## src/rtl/tap_controller.sv

```systemverilog
// IEEE 1149.1-style TAP controller: TAP FSM, instruction/bypass registers, TDO mux and boundary-scan controls.
// Optional macro JTAG_IDCODE_EN adds a 32-bit IDCODE data register and makes IDCODE the reset instruction.
module tap_controller #(
    parameter int unsigned IR_WIDTH   = 4,
    parameter logic [31:0] IDCODE_VAL = 32'h1234_5001
) (
    input  logic                TCK,
    input  logic                TRST,
    input  logic                TMS,
    input  logic                TDI,
    input  logic                bsr_tdo,
    output logic                TDO,
    output logic                TDO_en,
    output logic                shiftDR,
    output logic                clockDR,
    output logic                updateDR,
    output logic                mode,
    output logic [3:0]          tap_state,
    output logic [IR_WIDTH-1:0] instr
);

    typedef enum logic [3:0] {
        TLR    = 4'hF,
        RTI    = 4'hC,
        SEL_DR = 4'h7,
        CAP_DR = 4'h6,
        SH_DR  = 4'h2,
        EX1_DR = 4'h1,
        PA_DR  = 4'h3,
        EX2_DR = 4'h0,
        UPD_DR = 4'h5,
        SEL_IR = 4'h4,
        CAP_IR = 4'hE,
        SH_IR  = 4'hA,
        EX1_IR = 4'h9,
        PA_IR  = 4'hB,
        EX2_IR = 4'h8,
        UPD_IR = 4'hD
    } tap_state_e;

    localparam logic [IR_WIDTH-1:0] OP_EXTEST = '0;
    localparam logic [IR_WIDTH-1:0] OP_SAMPLE = IR_WIDTH'(1);
    localparam logic [IR_WIDTH-1:0] OP_BYPASS = '1;
`ifdef JTAG_IDCODE_EN
    localparam int unsigned         ID_WIDTH   = 32;
    localparam logic [IR_WIDTH-1:0] OP_IDCODE  = IR_WIDTH'(2);
    localparam logic [IR_WIDTH-1:0] RST_INSTR  = OP_IDCODE;
`else
    localparam logic [IR_WIDTH-1:0] RST_INSTR  = OP_BYPASS;
`endif

    // Elaboration-time parameter sanity checks.
    if (IR_WIDTH < 2) begin : g_bad_ir_width
        $error("tap_controller: IR_WIDTH must be >= 2");
    end
    if (IDCODE_VAL[0] != 1'b1) begin : g_bad_idcode
        $error("tap_controller: IDCODE_VAL bit 0 must be 1");
    end

    tap_state_e          state_q, state_d;
    logic [IR_WIDTH-1:0] instr_q, instr_d;
    logic [IR_WIDTH-1:0] ir_sr_q, ir_sr_d;
    logic                byp_q, byp_d;
    logic                mode_q, mode_d;
    logic                bsr_sel_q, bsr_sel_d;
    logic                sh_dr_q, sh_dr_d;
    logic                sh_ir_q, sh_ir_d;
    logic                shift_dr_q, shift_dr_d;
    logic                cdr_en_q, cdr_en_d;
    logic                udr_en_q, udr_en_d;
    logic                tdo_en_q, tdo_en_d;
`ifdef JTAG_IDCODE_EN
    logic [ID_WIDTH-1:0] idc_q, idc_d;
    logic                idc_sel_q, idc_sel_d;
`endif

    // State and datapath registers; TRST aborts any scan but leaves the BS cells alone.
    always_ff @(posedge TCK or posedge TRST) begin
        if (TRST) begin
            state_q    <= TLR;
            instr_q    <= RST_INSTR;
            ir_sr_q    <= '0;
            byp_q      <= 1'b0;
            mode_q     <= 1'b0;
            bsr_sel_q  <= 1'b0;
            sh_dr_q    <= 1'b0;
            sh_ir_q    <= 1'b0;
            shift_dr_q <= 1'b0;
            cdr_en_q   <= 1'b0;
            udr_en_q   <= 1'b0;
            tdo_en_q   <= 1'b0;
`ifdef JTAG_IDCODE_EN
            idc_q      <= '0;
            idc_sel_q  <= 1'b1;
`endif
        end else begin
            state_q    <= state_d;
            instr_q    <= instr_d;
            ir_sr_q    <= ir_sr_d;
            byp_q      <= byp_d;
            mode_q     <= mode_d;
            bsr_sel_q  <= bsr_sel_d;
            sh_dr_q    <= sh_dr_d;
            sh_ir_q    <= sh_ir_d;
            shift_dr_q <= shift_dr_d;
            cdr_en_q   <= cdr_en_d;
            udr_en_q   <= udr_en_d;
            tdo_en_q   <= tdo_en_d;
`ifdef JTAG_IDCODE_EN
            idc_q      <= idc_d;
            idc_sel_q  <= idc_sel_d;
`endif
        end
    end

    // Next state, register actions of the current state, and next-cycle control flags.
    always_comb begin
        state_d = state_q;
        instr_d = instr_q;
        ir_sr_d = ir_sr_q;
        byp_d   = byp_q;
`ifdef JTAG_IDCODE_EN
        idc_d   = idc_q;
`endif

        unique case (state_q)
            TLR:    state_d = TMS ? TLR    : RTI;
            RTI:    state_d = TMS ? SEL_DR : RTI;
            SEL_DR: state_d = TMS ? SEL_IR : CAP_DR;
            CAP_DR: state_d = TMS ? EX1_DR : SH_DR;
            SH_DR:  state_d = TMS ? EX1_DR : SH_DR;
            EX1_DR: state_d = TMS ? UPD_DR : PA_DR;
            PA_DR:  state_d = TMS ? EX2_DR : PA_DR;
            EX2_DR: state_d = TMS ? UPD_DR : SH_DR;
            UPD_DR: state_d = TMS ? SEL_DR : RTI;
            SEL_IR: state_d = TMS ? TLR    : CAP_IR;
            CAP_IR: state_d = TMS ? EX1_IR : SH_IR;
            SH_IR:  state_d = TMS ? EX1_IR : SH_IR;
            EX1_IR: state_d = TMS ? UPD_IR : PA_IR;
            PA_IR:  state_d = TMS ? EX2_IR : PA_IR;
            EX2_IR: state_d = TMS ? UPD_IR : SH_IR;
            UPD_IR: state_d = TMS ? SEL_DR : RTI;
            default: state_d = TLR;
        endcase

        unique case (state_q)
            TLR:    instr_d = RST_INSTR;
            CAP_IR: ir_sr_d = IR_WIDTH'(2'b01);
            SH_IR:  ir_sr_d = {TDI, ir_sr_q[IR_WIDTH-1:1]};
            UPD_IR: instr_d = ir_sr_q;
            CAP_DR: begin
                byp_d = 1'b0;
`ifdef JTAG_IDCODE_EN
                idc_d = IDCODE_VAL;
`endif
            end
            SH_DR: begin
                byp_d = TDI;
`ifdef JTAG_IDCODE_EN
                idc_d = {TDI, idc_q[ID_WIDTH-1:1]};
`endif
            end
            default: ;
        endcase

        // Flags are decoded from next state so the gated clocks come straight from flops.
        bsr_sel_d  = (instr_d == OP_EXTEST) || (instr_d == OP_SAMPLE);
`ifdef JTAG_IDCODE_EN
        idc_sel_d  = (instr_d == OP_IDCODE);
`endif
        mode_d     = (instr_d == OP_EXTEST);
        sh_dr_d    = (state_d == SH_DR);
        sh_ir_d    = (state_d == SH_IR);
        shift_dr_d = bsr_sel_d && sh_dr_d;
        cdr_en_d   = bsr_sel_d && ((state_d == CAP_DR) || (state_d == SH_DR));
        udr_en_d   = bsr_sel_d && (state_d == UPD_DR);
        tdo_en_d   = sh_dr_d || sh_ir_d;
    end

    // Serial out: IR LSB in SH_IR, selected data register in SH_DR, otherwise 0.
    logic dr_tdo;
    always_comb begin
        dr_tdo = byp_q;
`ifdef JTAG_IDCODE_EN
        if (idc_sel_q) begin
            dr_tdo = idc_q[0];
        end
`endif
        if (bsr_sel_q) begin
            dr_tdo = bsr_tdo;
        end
    end

    assign TDO       = sh_ir_q ? ir_sr_q[0] : (sh_dr_q ? dr_tdo : 1'b0);
    assign TDO_en    = tdo_en_q;
    assign shiftDR   = shift_dr_q;
    assign clockDR   = ~TCK & cdr_en_q;
    assign updateDR  = ~TCK & udr_en_q;
    assign mode      = mode_q;
    assign tap_state = state_q;
    assign instr     = instr_q;

endmodule

```

## config.mk

```make
export PLATFORM = sky130hd
export DESIGN_NAME = tap_controller
export DESIGN_NICKNAME = d
export VERILOG_FILES = /design/src/rtl/tap_controller.sv
export SDC_FILE = /design/constraint.sdc
export NUM_CORES = 1
export LEC_CHECK = 0
export CELL_PAD_IN_SITES_DETAIL_PLACEMENT = 0
export CELL_PAD_IN_SITES_GLOBAL_PLACEMENT = 1
export CORE_UTILIZATION = 37
export DETAILED_ROUTE_END_ITERATION = 8
export PLACE_DENSITY_LB_ADDON = 0.1
export SYNTH_ARGS = -nofsm -noshare
export SYNTH_HDL_FRONTEND = slang
export SYNTH_SLANG_ARGS = --single-unit
```

## constraint.sdc

```tcl
create_clock -name TCK -period 1.8 [get_ports TCK]
set_input_delay 0.27 -clock TCK [delete_from_list [all_inputs] [get_ports TCK]]
set_output_delay 0.27 -clock TCK [all_outputs]
set_load 0.005 [all_outputs]
```

==> metrics.md <==
| Metric | Value |
|---|---|
| Category of the worst setup path launch point | `flop` |
| Slowest stage cell, crit path | `sky130_fd_sc_hd__dfrtp_1` |
| Number of top-level pins | `19` |
| Post-DRT Antenna Nets | `0` |
| Number of logic stages on the critical path including buffering | `4` |
| Clk_skew | `2.72 ps` |
| Total design power | `0.00211 W` |
| Largest net degree at the start of global routing | `22` |
| Fraction of final layout cells sized beyond drive strength 1 | `0.246` |
| Core area | `2300 um^2` |
| Antenna diode count | `0` |
| Max_slew headroom | `0.798` |
| PD cells | `1700 nW/um^2` |
| Length of the first detailed-routing pass in iterations | `2` |
| Vias | `712` |
| Pre-CTS setup slack | `-56.1 ps` |
| Worst setup endpoint | `TDO` |
| Number of failing hold endpoints at the final stage | `0` |
| Gp weighted congestion | `0.693` |
| Leftover overflow at the end of global routing | `0` |
| Reg2reg setup slack | `220 ps` |
| Post-synthesis instance area | `935 um^2` |
| Netlist cell types | `24` |
| Post-synthesis cell count | `93` |
| Number of slew-limit violations in the final report | `0` |
| TritonCTS clock tree | `yes` |
| Number of violations of the max-capacitance limit | `0` |
| Mean Syn Cell Area | `10.0 um^2` |
| Period utilization | `0.971` |
| Leading cell types in the layout, fill and taps excluded | `sky130_fd_sc_hd__nand2_1 (17), sky130_fd_sc_hd__clkdlybuf4s50_1 (15), sky130_fd_sc_hd__dfrtp_1 (13), sky130_fd_sc_hd__o21ai_0 (11)` |
| Total track usage | `0.175` |
| Clock transition at the register clock pins on the worst setup and hold paths after CTS | `110 ps` |
| Critical Path Start | `byp_q` |
| Antenna violations before repair | `0` |
| Sequential share of the synthesized area | `0.573` |
| Leakage power | `0.556 nW` |
| Post-DR vias/cell | `4.75` |
| Highest clock rate | `572 MHz` |
| Yosys reg bits | `21` |
| Largest delay share family, worst path | `flip-flops` |
| Finished Core Util | `0.540` |
| DRC violations left | `0` |
| Capturing element type of the critical path | `output pin` |
| Via count of the first global-routing pass | `765` |
| Commonest non-fill, non-tap cell in the layout | `sky130_fd_sc_hd__nand2_1` |
| Worst path required time | `1530 ps` |
| VDD IR-drop max | `0.701 mV` |
| R2R depth | `4` |
| Total wire length | `1810 um` |
| Capture instance of the worst register-to-register path | `mode` |
| Status | `finished clean` |
| Finish-stage setup viols | `0` |
| Die height | `52.3 um` |
| Crit Path Category | `flop to output pin` |
| Post-detailed-route wirelength per cell | `12.1 um` |
| Synthesized Nets | `98` |
| Setup total negative slack | `0 ps` |
| Hold/Removal Path Class | `input pin to async pin` |
| Final critical-path setup slack | `52.8 ps` |
| Post-DP HPWL | `1220 um` |
| Layout Nets | `128` |
| Maximum fanout count along the critical path | `2` |
| First-pass GRT wire length | `3310 um` |
| Arrival @ worst endpoint | `1480 ps` |
| Row count | `17` |
| Combined buffer and inverter count along the critical path | `1` |
| First DRT Iteration DRCs | `2` |
| Starting density of the core | `0.407` |
| Worst Max-Slew Pin Slew | `301 ps` |
| Reg-to-Reg Start | `tap_state[2]` |
| Max stage delay on crit path | `420 ps` |
| Number of fill cells | `223` |
| Final critical-path required period | `1750 ps` |
| Synth Warn # | `0` |
| Die ar. | `2730 um^2` |
| CP Cell Sequence | `mux2_2, nand2_1, o21ai_0, dlygate4sd2_1` |
| Clock latency at the later pin of the worst-skew pair | `400 ps` |
| Area added between synthesis and finish | `32.8%` |
| Overall die width | `52.3 um` |
| Count of input and output buffers | `18` |
## power breakdown
| part | switching (W) | leakage (nW) | total, W | internal (W) |
|---|---|---|---|---|
| clock | 0.000174 | 0.0507 | 0.000364 | 0.000190 |
| sequential | 0.000125 | 0.259 | 0.000840 | 0.000714 |
| combinational | 0.000425 | 0.247 | 0.000909 | 0.000484 |
## kinds of logic (layout without fill, tap and decap cells)
group                  after synthesis  after routing  share of synthesized area
AO/OA/AOI/OAI                       17             17                      0.106
flip-flops                          21             21                      0.573
buffers and inverters                7             36                     0.0348
multiplexers                         2              2                     0.0241
AND/OR/NAND/NOR                     46             46                      0.262
## tightest hold or removal path: stages
cell,delay (ps)
sky130_fd_sc_hd__clkdlybuf4s50_1,390
sky130_fd_sc_hd__inv_1,50
sky130_fd_sc_hd__buf_4,260
## cell type report
type,instances,area [um^2],area share
clock buffer,10,75.1,0.0605
inverter,2,7.51,0.00605
multi-input combinational,65,369,0.297
sequential,21,536,0.431
tap,28,35.0,0.0282
timing repair buffer,24,219,0.176
## stage by stage
step / instance area, um^2 / instances / hold slack [ps]
final: 1240 / 150 / 181
after global placement: 1150 / 137 / 477
after CTS: 1220 / 148 / 184
after detailed placement: 1150 / 137 / 479
after global routing: 1240 / 150 / 223
after floorplan: 935 / 93 / 241
## worst min-delay path by stage
stage | slack (ps) | cells past startpoint | endpoint | startpoint
floorplan | 240 | 1 | TDO_en | TRST
global placement | 480 | 2 | instr[1] | instr[1]
detailed placement | 480 | 2 | instr[1] | instr[1]
CTS | 180 | 3 | mode | TRST
global route | 220 | 3 | shiftDR | TRST
finish | 180 | 3 | mode | TRST
## state kept, by name (all words and copies together) (netlist names)
signal	count
tap_state	4
mode	1
shiftDR	1
bsr_sel_q	1
cdr_en_q	1
instr	4
TDO_en	1
ir_sr_q	4
byp_q	1
sh_dr_q	1
sh_ir_q	1
udr_en_q	1
## routing by layer
layer | global-route usage | vias to the layer above | wire length (um)
met4 | 0.132 | 0 | 29
met2 | 0.252 | 15 | 826
met5 | 0 | - | 0
met1 | 0.209 | 323 | 861
met3 | 0.0667 | 4 | 89
li1 | - | 370 | -
## Yosys cell counts
| master | number | area, um^2 |
|---|---|---|
| sky130_fd_sc_hd__or4b_4 | 1 | 13.8 |
| sky130_fd_sc_hd__dfstp_2 | 8 | 210 |
| sky130_fd_sc_hd__mux2_2 | 2 | 22.5 |
| sky130_fd_sc_hd__or3_1 | 2 | 12.5 |
| sky130_fd_sc_hd__and2_1 | 1 | 6.26 |
| sky130_fd_sc_hd__buf_4 | 1 | 7.51 |
| sky130_fd_sc_hd__o21ai_0 | 11 | 55.1 |
| sky130_fd_sc_hd__inv_1 | 2 | 7.51 |
| sky130_fd_sc_hd__nand2b_1 | 7 | 43.8 |
| sky130_fd_sc_hd__nand3b_1 | 1 | 7.51 |
| sky130_fd_sc_hd__o31ai_1 | 1 | 7.51 |
| sky130_fd_sc_hd__buf_2 | 2 | 10.0 |
| sky130_fd_sc_hd__nor2b_1 | 4 | 25.0 |
| sky130_fd_sc_hd__o22ai_2 | 1 | 12.5 |
| sky130_fd_sc_hd__a21oi_1 | 3 | 15.0 |
| sky130_fd_sc_hd__or3b_2 | 1 | 8.76 |
| sky130_fd_sc_hd__clkbuf_1 | 2 | 7.51 |
| sky130_fd_sc_hd__nor3_1 | 2 | 10.0 |
| sky130_fd_sc_hd__nor2_1 | 8 | 30.0 |
| sky130_fd_sc_hd__nand2_1 | 17 | 63.8 |
| sky130_fd_sc_hd__dfrtp_1 | 13 | 325 |
| sky130_fd_sc_hd__nand3_4 | 1 | 17.5 |
| sky130_fd_sc_hd__nor4_1 | 1 | 6.26 |
| sky130_fd_sc_hd__a41oi_1 | 1 | 8.76 |
## repair_timing
| action | CTS | global route |
|---|---|---|
| endpoints found under the setup margin | 6 | 3 |
| setup buffers | 3 | 2 |
| pin swaps | 0 | 0 |
| resized for setup | 3 | 2 |
| hold buffers | 0 | 0 |
Power figures use the tool's default switching activity.
